## src/rtl/aes_mix_pkg.sv

```systemverilog
// Shared types and GF(2^8) helpers for the AES forward MixColumns engine.
// Optional last-round bypass is enabled by defining MIX_COLS_LAST_RND_EN.
package aes_mix_pkg;

  localparam int STATE_W = 128;
  localparam int COL_W   = 32;

  localparam logic [7:0] GF_POLY = 8'h1b;

  typedef logic [COL_W-1:0] col_t;

  typedef enum logic [1:0] {
    IDLE,
    BUSY,
    DONE
  } mix_state_e;

  function automatic logic [7:0] xtime(
    input logic [7:0] x
  );
    return {x[6:0], 1'b0} ^ (x[7] ? GF_POLY : 8'h00);
  endfunction

endpackage

```

## src/rtl/mul_cols_enc.sv

```systemverilog
// Combinational forward MixColumns on one 32-bit column.
// Row 0 sits in col_i[31:24], row 3 in col_i[7:0].
module mul_cols_enc
  import aes_mix_pkg::*;
(
  input  logic [COL_W-1:0] col_i,
  output logic [COL_W-1:0] col_o
);

  logic [7:0] a0, a1, a2, a3;
  logic [7:0] x0, x1, x2, x3;
  logic [7:0] b0, b1, b2, b3;

  assign a0 = col_i[31:24];
  assign a1 = col_i[23:16];
  assign a2 = col_i[15:8];
  assign a3 = col_i[7:0];

  assign x0 = xtime(a0);
  assign x1 = xtime(a1);
  assign x2 = xtime(a2);
  assign x3 = xtime(a3);

  // 3a is folded in as xtime(a) ^ a
  assign b0 = x0 ^ (x1 ^ a1) ^ a2 ^ a3;
  assign b1 = a0 ^ x1 ^ (x2 ^ a2) ^ a3;
  assign b2 = a0 ^ a1 ^ x2 ^ (x3 ^ a3);
  assign b3 = (x0 ^ a0) ^ a1 ^ a2 ^ x3;

  assign col_o = {b0, b1, b2, b3};

endmodule

```

## src/rtl/mix_cols_enc_seq.sv

```systemverilog
// Sequential AES forward MixColumns, COLS_PER_CYCLE columns per BUSY cycle.
// Define MIX_COLS_LAST_RND_EN to add last_round_i (round-10 bypass).
module mix_cols_enc_seq
  import aes_mix_pkg::*;
#(
  parameter int COLS_PER_CYCLE = 1
) (
  input  logic               clk,
  input  logic               rst,
  input  logic               in_valid_i,
  output logic               in_ready_o,
  input  logic [STATE_W-1:0] state_i,
`ifdef MIX_COLS_LAST_RND_EN
  input  logic               last_round_i,
`endif
  output logic               out_valid_o,
  input  logic               out_ready_i,
  output logic [STATE_W-1:0] state_o
);

  if (COLS_PER_CYCLE != 1 &&
      COLS_PER_CYCLE != 2 &&
      COLS_PER_CYCLE != 4) begin : g_bad_cfg
    $fatal(1, "COLS_PER_CYCLE must be 1, 2 or 4");
  end

  localparam logic [1:0] CNT_STEP = 2'(COLS_PER_CYCLE);
  localparam logic [1:0] CNT_LAST = 2'(4 - COLS_PER_CYCLE);

  mix_state_e         state_q, state_d;
  logic [1:0]         cnt_q, cnt_d;
  logic [STATE_W-1:0] in_q, in_d;
  logic [STATE_W-1:0] res_q, res_d;

  col_t       res_a [COLS_PER_CYCLE];
  logic [1:0] idx_a [COLS_PER_CYCLE];

`ifdef MIX_COLS_LAST_RND_EN
  logic last_q, last_d;
`endif

  for (genvar k = 0; k < COLS_PER_CYCLE; k++) begin : g_col
    col_t src, mix;

    assign idx_a[k] = cnt_q + 2'(k);
    assign src = in_q[COL_W*(3-int'(idx_a[k])) +: COL_W];

    mul_cols_enc u_mul (
      .col_i (src),
      .col_o (mix)
    );

`ifdef MIX_COLS_LAST_RND_EN
    // Round 10 skips MixColumns: pass the column through
    assign res_a[k] = last_q ? src : mix;
`else
    assign res_a[k] = mix;
`endif
  end

  always_ff @(posedge clk) begin
    if (rst) begin
      state_q <= IDLE;
      cnt_q   <= 2'd0;
      in_q    <= '0;
      res_q   <= '0;
`ifdef MIX_COLS_LAST_RND_EN
      last_q  <= 1'b0;
`endif
    end else begin
      state_q <= state_d;
      cnt_q   <= cnt_d;
      in_q    <= in_d;
      res_q   <= res_d;
`ifdef MIX_COLS_LAST_RND_EN
      last_q  <= last_d;
`endif
    end
  end

  always_comb begin
    state_d = state_q;
    cnt_d   = cnt_q;
    in_d    = in_q;
    res_d   = res_q;
`ifdef MIX_COLS_LAST_RND_EN
    last_d  = last_q;
`endif
    unique case (state_q)
      IDLE: begin
        if (in_valid_i) begin
          in_d    = state_i;
          cnt_d   = 2'd0;
          state_d = BUSY;
`ifdef MIX_COLS_LAST_RND_EN
          last_d  = last_round_i;
`endif
        end
      end
      BUSY: begin
        for (int k = 0; k < COLS_PER_CYCLE; k++) begin
          res_d[COL_W*(3-int'(idx_a[k])) +: COL_W] = res_a[k];
        end
        cnt_d = cnt_q + CNT_STEP;
        if (cnt_q == CNT_LAST) begin
          state_d = DONE;
        end
      end
      DONE: begin
        if (out_ready_i) begin
          state_d = IDLE;
        end
      end
      default: state_d = IDLE;
    endcase
  end

  assign in_ready_o  = (state_q == IDLE) && !rst;
  assign out_valid_o = (state_q == DONE);
  assign state_o     = res_q;

endmodule

```

## config.mk

```make
export PLATFORM = sky130hd
export DESIGN_NAME = mix_cols_enc_seq
export DESIGN_NICKNAME = d
export VERILOG_FILES = /design/src/rtl/aes_mix_pkg.sv /design/src/rtl/mul_cols_enc.sv /design/src/rtl/mix_cols_enc_seq.sv
export SDC_FILE = /design/constraint.sdc
export NUM_CORES = 1
export LEC_CHECK = 0
export ABC_AREA = 1
export BUFFER_PORTS_ARGS = -buffer_cell sky130_fd_sc_hd__buf_2
export CORE_MARGIN = 4
export CORE_UTILIZATION = 40
export DETAILED_ROUTE_END_ITERATION = 12
export SYNTH_ARGS = -nofsm -noshare
export SYNTH_HDL_FRONTEND = slang
export SYNTH_SLANG_ARGS = --single-unit
export TNS_END_PERCENT = 10
```

## constraint.sdc

```tcl
create_clock -name clk -period 3.6 [get_ports clk]
set_clock_uncertainty 0.15 [all_clocks]
set_input_delay 0.72 -clock clk [delete_from_list [all_inputs] [get_ports clk]]
set_output_delay 0.72 -clock clk [all_outputs]
set_load 0.05 [all_outputs]
```

==> results.md <==
- Status: finished, final reports clean
- Die area: ~0.034 mm²
- Initial Util: 40.9%
- Worst slew margin: a little under a third
- Number of nets in the layout: 2,271
- Final Max Tran Viols: 0
- Clk slew on worst S/H paths: ~60 ps
- Setup CP Type: flip-flop to flip-flop
- Placed Instances: about 2,500
- GRT overflow: 0
- Vias: between 10,000 and 15,000
- Critical Path Max Stage Delay: 650 ps
- # resized after CTS: 0
- Cell leakage power: 7.01 nW
- I/O pins: 262
- Final hold vios: 0
- Unique cell type count in the Yosys netlist: 28
- Vias in the first global route: 12,100
- Slowest CP cell: buf_4
- Setup TNS: 0 ps
- CTS max path bufs: 3
- DP Area: 0.0140 mm²
- Post-DP HPWL: approximately 32,000 µm
- Hold WC Path Type: primary input to flip-flop
- Fin cells: 2,546
- Worst path required time: 3920 ps
- Most used cell, CP: nand2_1
- DRC viols: 0
- Critical Path Source Type: flip-flop
- Min cycle time layout: roughly 2900 ps
- Core Footprint: between 0.03 and 0.04 mm²
- First-pass GRT wire length: 66,100 µm
- Area Growth Syn to Fin: 17.9%
- Total power: 8.00 mW
- First-pass DRT Iterations: 6
- Post-CTS Hold Buffers: 0
- Overall routing resource usage: 24.1%
- H-tree depth: 1
- Finished Cell Area: 0.0149 mm²
- Clk Latency, worst-skew pair: roughly 540 ps
- Measured slew at the worst slew-check pin: 1050 ps
- DR WL/cell: 17.2 µm
- Final RePlAce weighted congestion: 0.917
- Power share of the clock group: 34.2%
- Die Wd: 186 µm
- Diodes inserted: 0
- CP Max Fanout: 73
- Register area share after synthesis: 41.2%
- Gate power share: 26.6%
- Layout cells sized above 1: 18.2%
- CP endpoint kind: flip-flop
- Sequential power share: just under 40%
- CTS tree: built
- Num rows: between 60 and 70
- Post-synthesis instance total: 1,945
- Final setup fails: 0
- Post-CTS setup buffer count: 0
- Vias per cell: 5.14
- Port buffer count: 261
- Initial DRC count: 973
- Crit share post-route: 80.8%
- Cell Int Power: 5.23 mW
- RSZ-0062 raised after global routing: no
- CP Cell Sequence: buf_4 > nand2_1 > nand3_1 > nand2_1 > nand2_1 > nand2_1 > nand2_1 > nand2_1 > nand2_1 > nand2_1 > nor2_2 > nand3_1 > a21oi_1
- Syn_nets: 2,082
- Flip-flop and latch count after synthesis: 260
- Routed WL: about 44,000 µm
- Initial antenna violation count: 1
- Synth Cell Area: 0.0126 mm²
- VDD IR-drop max: 0.326 mV
- Avg Cell Area, Syn: 6.50 µm²
- Detail Route Antenna Nets: 0
- Max-Cap Viols: 0
- TritonCTS Buffers: 27
- Crit path DAT: roughly 3200 ps
- Largest net degree at the start of global routing: 130
- P_sw: 2.77 mW
- Sw Share: 34.6%
- Die H: 186 µm
- Num Clock Sinks: 260
- Clk Tree Root Cell: clkbuf_16
- Max Clock Freq: approximately 340 MHz
- Yosys warnings: 0
- Cell Pwr Density: 537 mW/mm²
==> cells in the mapped netlist <==
master	number	area share (%)
buf_2	17	0.67
inv_4	1	0.050
nand2_1	706	21
nand4_1	45	2.2
buf_1	12	0.36
inv_8	1	0.089
buf_8	1	0.12
xnor2_1	12	0.83
nand2_4	1	0.089
buf_4	8	0.48
clkbuf_1	72	2.1
inv_1	34	1.0
o21ai_0	131	5.2
nor2_2	12	0.59
nor3_1	1	0.040
a21oi_1	135	5.3
nand3_1	155	6.1
dfxtp_1	260	41
nand3_2	3	0.24
xor2_1	5	0.35
nand2_2	39	1.9
inv_2	12	0.36
nand3b_1	6	0.36
nor4_4	1	0.17
nor2_1	260	7.7
ha_1	5	0.50
buf_6	9	0.80
clkinv_1	1	0.030
==> cells in the final DEF, fill, tap and decap left out, drive strengths merged <==
cell,n
nand3,158
nand4,45
inv,49
nand3b,6
xor2,5
clkinv,2
ha,5
dfxtp,260
nor4,1
nor3,1
nand2,746
a21oi,135
xnor2,12
clkbuf,41
buf,279
bufinv,2
nor2,272
o21ai,131
==> state kept, by name, summed over array words and instances, names as in the netlist <==
name / cells
in_q: 128
state_o: 128
cnt_q: 2
state_q: 2
==> layer usage <==
| layer | vias to the layer above | global-route usage, % | part of all wire [%] |
|---|---|---|---|
| li1 | 6633 | - | - |
| met1 | 5977 | 32.0 | 44 |
| met2 | 409 | 40.5 | 47 |
| met3 | 65 | 3.34 | 6.0 |
| met4 | 0 | 8.10 | 3.3 |
| met5 | - | 0 | 0 |
==> per-stage QoR <==
stage	hold WS, ps	utilization, %	setup WS (ps)
after global placement	287	45.4	781
after CTS	261	48.2	720
after global routing	289	48.2	450
after detailed placement	291	45.4	730
final	281	48.2	693
after floorplan	274	-	623
==> layout make-up <==
type	instances	area, µm²
clock buffer	41	778
clock inverter	4	73.8
fill	3281	16000
inverter	49	195
multi-input combinational	1517	6670
sequential	260	5210
tap	396	495
timing repair buffer	279	1470
==> power groups by stage <==
stage / Combinational (mW) / Sequential, mW / Clock, mW
6_report: 2.12 / 3.13 / 2.74
5_1_grt: 2.35 / 3.15 / 2.90
4_1_cts: 2.11 / 3.13 / 2.79
3_5_place_dp: 2.11 / 3.20 / 0
3_3_place_gp: 2.09 / 3.19 / 0
2_1_floorplan: 1.35 / 3.30 / 0
==> final timing paths <==
check,start,to,slack [ps],depth (start not counted)
min reg2reg,in_q[51],in_q[51],300,2
max,cnt_q[0],state_o[115],690,13
max reg2reg,cnt_q[0],state_o[115],690,13
min,state_i[37],in_q[37],280,3
==> logic make-up (layout without fill, tap and decap cells) <==
kind of cell               count (synthesis)  after routing  share of synthesized area (%)
buffers and inverters                    168            373                           6.10
DFF                                      260            260                           41.2
AOI/OAI and AO/OA                        266            266                           10.5
adders and majority gates                  5              5                          0.495
and+or+nand+nor                         1229           1229                           40.5
xor gates and xnor gates                  17             17                           1.18
==> worst max-delay path: cells and delay by family (launching register included) <==
kind / cells / cell delay (ps)
buffers and inverters: 1 / 650
AOI/OAI and AO/OA: 1 / 150
DFF: 1 / 390
and+or+nand+nor: 11 / 1420
(Power assumes the default switching activity.)
